### src/rtl/mul_sequencer.sv
// Shift-and-add multiply sequencer: drives register-file load strobes and shifter code, one multiplier bit per STEP.
// Optional macro MUL_SEQ_EARLY_EXIT_EN ends STEP as soon as the remaining multiplier bits are all zero.
//
// state | meaning
// ------+-------------------------------------------------------------
// IDLE  | waiting for start; operands captured on the accepting edge
// LOAD  | LDA/LDB strobes; clear accumulator and counter, load working regs
// STEP  | one multiplier bit per cycle, conditional add then shift
// WRITE | LDO strobe; accumulator copied into product
// DONE  | one-cycle done pulse, back to IDLE
module mul_sequencer #(
    parameter int DATA_WIDTH = 4
) (
    input  logic                      clk,
    input  logic                      reset,
    input  logic                      start,
    input  logic [DATA_WIDTH-1:0]     opA,
    input  logic [DATA_WIDTH-1:0]     opB,
    output logic                      busy,
    output logic                      done,
    output logic                      LDA,
    output logic                      LDB,
    output logic                      LDO,
    output logic [DATA_WIDTH-1:0]     aData,
    output logic [DATA_WIDTH-1:0]     bData,
    output logic [1:0]                shiftState,
    output logic [2*DATA_WIDTH-1:0]   product
);

    localparam int PW = 2 * DATA_WIDTH;
    localparam int CW = $clog2(DATA_WIDTH) + 1;
    localparam logic [CW-1:0] CNT_LAST = CW'(DATA_WIDTH - 1);

    typedef enum logic [2:0] {
        S_IDLE,
        S_LOAD,
        S_STEP,
        S_WRITE,
        S_DONE
    } state_t;

    state_t state, state_nxt;

    logic [PW-1:0]         acc;
    logic [PW-1:0]         mcand;
    logic [DATA_WIDTH-1:0] mplier;
    logic [CW-1:0]         step_cnt;
    logic                  step_last;

    // Early exit looks at the multiplier as it will be after this step's shift.
    always_comb begin
`ifdef MUL_SEQ_EARLY_EXIT_EN
        step_last = (step_cnt == CNT_LAST) || (mplier[DATA_WIDTH-1:1] == '0);
`else
        step_last = (step_cnt == CNT_LAST);
`endif
    end

    always_ff @(posedge clk) begin
        if (reset) begin
            state <= S_IDLE;
        end else begin
            state <= state_nxt;
        end
    end

    always_comb begin
        state_nxt  = state;
        busy       = 1'b0;
        done       = 1'b0;
        LDA        = 1'b0;
        LDB        = 1'b0;
        LDO        = 1'b0;
        shiftState = 2'b00;
        unique case (state)
            S_IDLE: begin
                if (start) begin
                    state_nxt = S_LOAD;
                end
            end
            S_LOAD: begin
                busy      = 1'b1;
                LDA       = 1'b1;
                LDB       = 1'b1;
                state_nxt = S_STEP;
            end
            S_STEP: begin
                busy       = 1'b1;
                shiftState = 2'b01;
                if (step_last) begin
                    state_nxt = S_WRITE;
                end
            end
            S_WRITE: begin
                busy      = 1'b1;
                LDO       = 1'b1;
                state_nxt = S_DONE;
            end
            S_DONE: begin
                busy      = 1'b1;
                done      = 1'b1;
                state_nxt = S_IDLE;
            end
            default: begin
                state_nxt = S_IDLE;
            end
        endcase
    end

    always_ff @(posedge clk) begin
        if (reset) begin
            aData    <= '0;
            bData    <= '0;
            acc      <= '0;
            mcand    <= '0;
            mplier   <= '0;
            step_cnt <= '0;
            product  <= '0;
        end else begin
            unique case (state)
                S_IDLE: begin
                    if (start) begin
                        aData <= opA;
                        bData <= opB;
                    end
                end
                S_LOAD: begin
                    acc      <= '0;
                    step_cnt <= '0;
                    mplier   <= bData;
                    mcand    <= {{DATA_WIDTH{1'b0}}, aData};
                end
                S_STEP: begin
                    // Sum is bounded by (2^N-1)^2, so dropping the carry is safe.
                    if (mplier[0]) begin
                        acc <= acc + mcand;
                    end
                    mcand    <= {mcand[PW-2:0], 1'b0};
                    mplier   <= {1'b0, mplier[DATA_WIDTH-1:1]};
                    step_cnt <= step_cnt + CW'(1);
                end
                S_WRITE: begin
                    product <= acc;
                end
                default: begin
                end
            endcase
        end
    end

endmodule

### config.mk
export PLATFORM = sky130hd
export DESIGN_NAME = mul_sequencer
export DESIGN_NICKNAME = d
export VERILOG_FILES = /design/src/rtl/mul_sequencer.sv
export SDC_FILE = /design/constraint.sdc
export NUM_CORES = 1
export LEC_CHECK = 0
export ABC_AREA = 1
export CORE_ASPECT_RATIO = 0.75
export CORE_MARGIN = 2
export CORE_UTILIZATION = 25
export CTS_BUF_LIST = sky130_fd_sc_hd__clkbuf_4
export CTS_CLUSTER_SIZE = 14
export DETAILED_ROUTE_END_ITERATION = 10
export GPL_TIMING_DRIVEN = 0
export PLACE_DENSITY = 0.46
export SYNTH_ARGS = -nofsm -noshare
export SYNTH_HDL_FRONTEND = slang
export SYNTH_SLANG_ARGS = --single-unit
### constraint.sdc
create_clock -name clk -period 2 [get_ports clk]
set_input_delay 0.6 -clock clk [delete_from_list [all_inputs] [get_ports clk]]
set_output_delay 0.6 -clock clk [all_outputs]
set_load 0.01 [all_outputs]
* Yosys cells after proc, flatten, opt, wreduce, memory -nomap -nowiden
Index checks and enable logic that the tools add are counted.
** Storage, ports and cells
- Register bits :: 42
- Output and inout bits :: 23
- Bits of input ports :: 11
** Operators by class
- Reductions and logical operators :: 6
- Add/subtract/negate cells :: 2
- Mux-type cells :: 13
- Eq/ne operators :: 8
** Operators with widths (count)
- 8-bit one-hot mux with 2 select lines :: 2
- 3-bit one-hot mux with 4 select lines :: 1
- 3-bit by 2-bit equality test with 1-bit output (second input constant) :: 3
- 8-bit adder :: 1
- 8-bit 2-to-1 mux :: 1
- 4-bit one-hot mux with 2 select lines :: 1
- 3-bit 2-to-1 mux :: 2
- 2-bit != test (second input constant) :: 3
- 3-bit one-hot mux with 2 select lines :: 1
- 2-bit AND reduction :: 3
- 1-bit 2-to-1 mux :: 5
- 4-bit OR reduction :: 1
- 3-bit by 1-bit adder with 3-bit output (second input constant) :: 1
- 3-bit by 1-bit equality test with 1-bit output (second input constant) :: 1
- 3-bit equality test (second input constant) :: 1
- 3-bit zero test :: 1
- 2-bit nonzero test :: 1

* Longest topological paths before layout
- Depth in word-level cells :: 3
- Mapped depth :: 9
- Depth with buffers taken out :: 9

* Least setup slack after synthesis
Ideal clock, no wire load.
- Path type :: reg2out
- From :: register state[2]
- To :: output port busy
- Path buffers :: 1
- Required time :: 1.400 ns
- Cell stages (with the launch flop) :: 7
- Arrival :: 1.201 ns
- Slack :: 0.199 ns
- Cell sequence :: dfxtp_1 nor3_4 inv_2 nand2_4 inv_2 buf_6 nand3b_1
** On the way
- Word-level cells in the longest chain between the ends :: 3
- Elaborated cells on any way between the ends :: 6
** RTL lines
- start, declared :: line 42 : state_t state, state_nxt;
- start signal, assigned :: line 63 : state <= state_nxt;
- 3-bit by 2-bit equality test with 1-bit output (tied with other cells) :: line 75 : unique case (state)
- 4-bit OR reduction (no line) *
- 1-bit 2-to-1 mux * :: line 75
- end, declared :: line 19 : output logic busy,
Every way passes the cells marked *; elsewhere a longest branch is shown, timed or not.

* Worst setup path in the final report
- From :: register state[1]
- To :: output port busy
Same word-level chain as after synthesis.

==> implementation parameters <==
Parameter                              Value

Pwr
  Switching power ... 0.0006812 W
  Worst vdd ir ... approximately 0.32 mV
  Post-layout total power ... approximately 0.002 W
  Internal power ... around 0.0013 W
  Power density normalized to cell area ... between 700 and 800 nW/um2
  Switching power as a share of total power ... approximately a third
  Register share of total power ... roughly 48%
  Relative contribution of the clock network to total power ... approximately 22%
  Leakage dissipation ... 1.077 nW
  Proportion of power drawn by combinational gates ... just under 30%

Outcome
  Result of the run ... finished with violations
  Violated checks ... negative setup slack

Critical path
  Endpoint class of the critical path ... primary output
  Data arrival at the endpoint of the critical path ... ~1.5 ns
  Critical setup path kind ... register to primary output
  Startpoint Class ... register
  Data required time of the worst path ... between 1 and 1.5 ns
  Highest net fanout along the worst path ... 15

Clock network
  Number of clock sinks ... 42
  Number of H-tree branching levels ... 2
  Clock transition at the registers of the reported paths ... roughly 0.15 ns
  Clock tree from TritonCTS ... done
  CTS Buf Count ... 5
  Number of buffers between clock root and the deepest sink ... 2
  Clock root buffer ... clkbuf_4
  Worst-skew pair later-pin latency ... between 0.3 and 0.4 ns

Timing
  Worst slew margin ... between 60% and 70%
  PnR worst setup slack ... -0.09043 ns
  Max-slew violation count ... 0
  Number of endpoints failing setup at the final stage ... 2
  Final hold vios ... 0
  Slew @ Worst Pin ... between 0.5 and 0.6 ns
  Share of the clock period used by the worst path ... 104.5%
  Final Critical Period ... about 2.1 ns
  Maximum clock skew at final layout ... 0.01970 ns
  RSZ-0062 raised after global routing ... true
  Max frequency ... between 400 and 500 MHz
  WHS ... about 0.47 ns

Die
  Effective utilization at floorplan ... 25.89%
  Floorplan die height ... between 70 and 80 um
  Die area ... approximately 8300 um2
  # rows ... 27
  Die outline width ... 104.8 um
  Core Footprint ... about 7400 um2
  I/O pins ... 34

Global routing
  Largest net degree at the start of global routing ... 16
  Global-route wire length before repair ... between 8000 and 9000 um
  Total global-route track usage ... between 10% and 20%
  Via count of the first global-routing pass ... between 1500 and 2000
  Number of antenna violations at the first check in global routing ... 0
  Global-route congestion overflow total ... 0

Synthesis
  Most frequent cell after synthesis ... nand2_1
  Syn_nets ... between 200 and 300
  Share of Yosys cell area claimed by the top area cell type ... between 40 and 50%
  Post-synthesis cell area ... around 1900 um2
  Cell variety after synth ... 29
  Async set or reset register ratio after synthesis ... 0%
  Syn. warnings ... 0
  Count of flip-flops with a built-in enable after synthesis ... 0
  Ranking of synthesized cells by area ... dfxtp_1 44%, nand2_1 10%, a21oi_1 8.9%
  Most frequent cells after synthesis ... 52 x nand2_1, 42 x dfxtp_1, 34 x a21oi_1, 27 x o21ai_0, 24 x nor2_1
  Top cell type by total area after synthesis ... dfxtp_1
  Top_reg_cell synth ... dfxtp_1
  Average footprint of a synthesized cell ... approximately 7.6 um2
  Mapped Cells ... between 200 and 300
  Number of synthesized register bits ... 42
  Register area share after synthesis ... 44.09%

Place
  HPWL after DPL ... about 3500 um
  Worst slack, placed ... -0.5099 ns
  Final weighted congestion of routability-driven global placement ... approximately 0.78
  Buffers on Ports ... 31
  Placement-stage cell area ... ~2300 um2

Layout
  Fill cell instance count of the final layout ... ~840
  Post-synthesis to final-layout area growth ... 33.46%
  Total area of sequential cells ... 849.6 um2
  ANT cells ... 0
  Combined area of the multi-input logic cells ... 933.4 um2
  Final Net Count ... roughly 320
  Fraction of layout cells with a size suffix above 1 ... between 10% and 20%
  Finished layout cell area ... between 2000 and 3000 um2

Job
  Number of max-cap violations ... 0

Routing
  Total number of vias ... 1717
  Detailed router's first-iteration violation count ... about 60
  1st-pass router iterations ... 4
  Number of antenna-violating nets in the routed design ... 0
  DR DRC count ... 0
  Routed len/inst ... ~13 um
  Vias per inst ... roughly 4.3
  Total routed wirelength ... 5036 um

Min path
  Worst min-delay path category ... register to register
[layout make-up]
cell class                 instances  area share, %
timing repair buffer              43          16.03
sequential                        42          33.38
tap                              101          4.966
clock buffer                       5          1.475
buffer                             9          2.262
multi-input combinational        173          36.68
clock inverter                     3         0.8358
inverter                          26          4.376
[power groups by stage]
stage | registers [W] | logic (W) | clock network [W]
final | 0.000959 | 0.000594 | 0.000445
after global routing | 0.000969 | 0.000650 | 0.000508
after CTS | 0.000957 | 0.000589 | 0.000466
after detailed placement | 0.000977 | 0.000506 | 0
after global placement | 0.000977 | 0.000506 | 0
after floorplan | 0.000985 | 0.000277 | 0
[state kept, by name, indices dropped and copies added, names as in the netlist]
signal / cells
aData: 4
mplier: 4
acc: 8
state: 3
step_cnt: 3
mcand: 8
bData: 4
product: 8
[layout by cell type, fill, tap and decap left out]
master / n
xor2_1: 2
nor2_1: 23
o21ai_0: 27
nor3_4: 2
nor3b_1: 1
clkbuf_2: 1
nand2_4: 2
dfxtp_4: 2
xnor2_1: 1
or2_2: 1
buf_6: 9
a21oi_1: 34
conb_1: 1
buf_4: 10
nand3b_1: 3
inv_6: 1
dfxtp_2: 1
clkinvlp_4: 1
fa_1: 1
clkbuf_1: 4
inv_2: 2
dfxtp_1: 39
nand3_1: 7
inv_8: 1
buf_2: 2
ha_1: 9
o21ai_1: 1
o22ai_1: 2
nand2_1: 52
nor4_1: 1
clkinv_4: 1
clkinv_2: 2
clkdlybuf4s50_1: 25
clkbuf_4: 5
inv_1: 21
dlygate4sd2_1: 1
nor2_4: 3
[metrics by stage]
step	utilization, %	TNS, ns	std cells
3_5_place_dp	31.82	-0.8888	383
6_report	34.56	-0.1358	402
3_3_place_gp	31.82	-0.9201	383
5_1_grt	34.56	-0.3600	402
2_1_floorplan	-	0	251
4_1_cts	34.45	-0.1868	402
[routing by layer]
| metal | GRT usage, % | part of all wire (%) |
|---|---|---|
| met1 | 18.65 | 54 |
| met2 | 19.09 | 41 |
| met3 | 3.020 | 4.6 |
| met4 | 2.800 | 0.42 |
| met5 | 0 | 0 |
[repair_timing]
item	CTS	global route
resized for setup	43	5
hold buffers	0	0
buffers inserted	12	1
endpoints found under the setup margin	6	5
pin swaps	4	2
[critical path: stages (launching register included)]
cell and delay (ns):
dfxtp_4 0.38, buf_6 0.11, nor3_4 0.16, inv_2 0.08, nand2_4 0.10, inv_8 0.06
nand3b_1 0.09, buf_2 0.13
[kinds of logic (layout without fill, tap and decap cells)]
kind of cell / Yosys count / in the layout / share of synthesized area [%]
and+or+nand+nor: 95 / 95 / 22.24
AOI/OAI and AO/OA: 64 / 64 / 16.93
other: 1 / 1 / 0.1967
DFF: 42 / 42 / 44.09
xor gates and xnor gates: 3 / 3 / 1.378
buffers and inverters: 36 / 86 / 8.202
adders and majority gates: 10 / 10 / 6.956
[path summary, 6_finish.rpt]
path	startpoint	to	slack, ns	depth (start not counted)
max reg2reg	acc[0]	acc[6]	0.37	9
max	state[1]	busy	-0.09	7
min reg2reg	mplier[3]	mplier[3]	0.47	2
min	mplier[3]	mplier[3]	0.47	2
(Power assumes the default switching activity.)
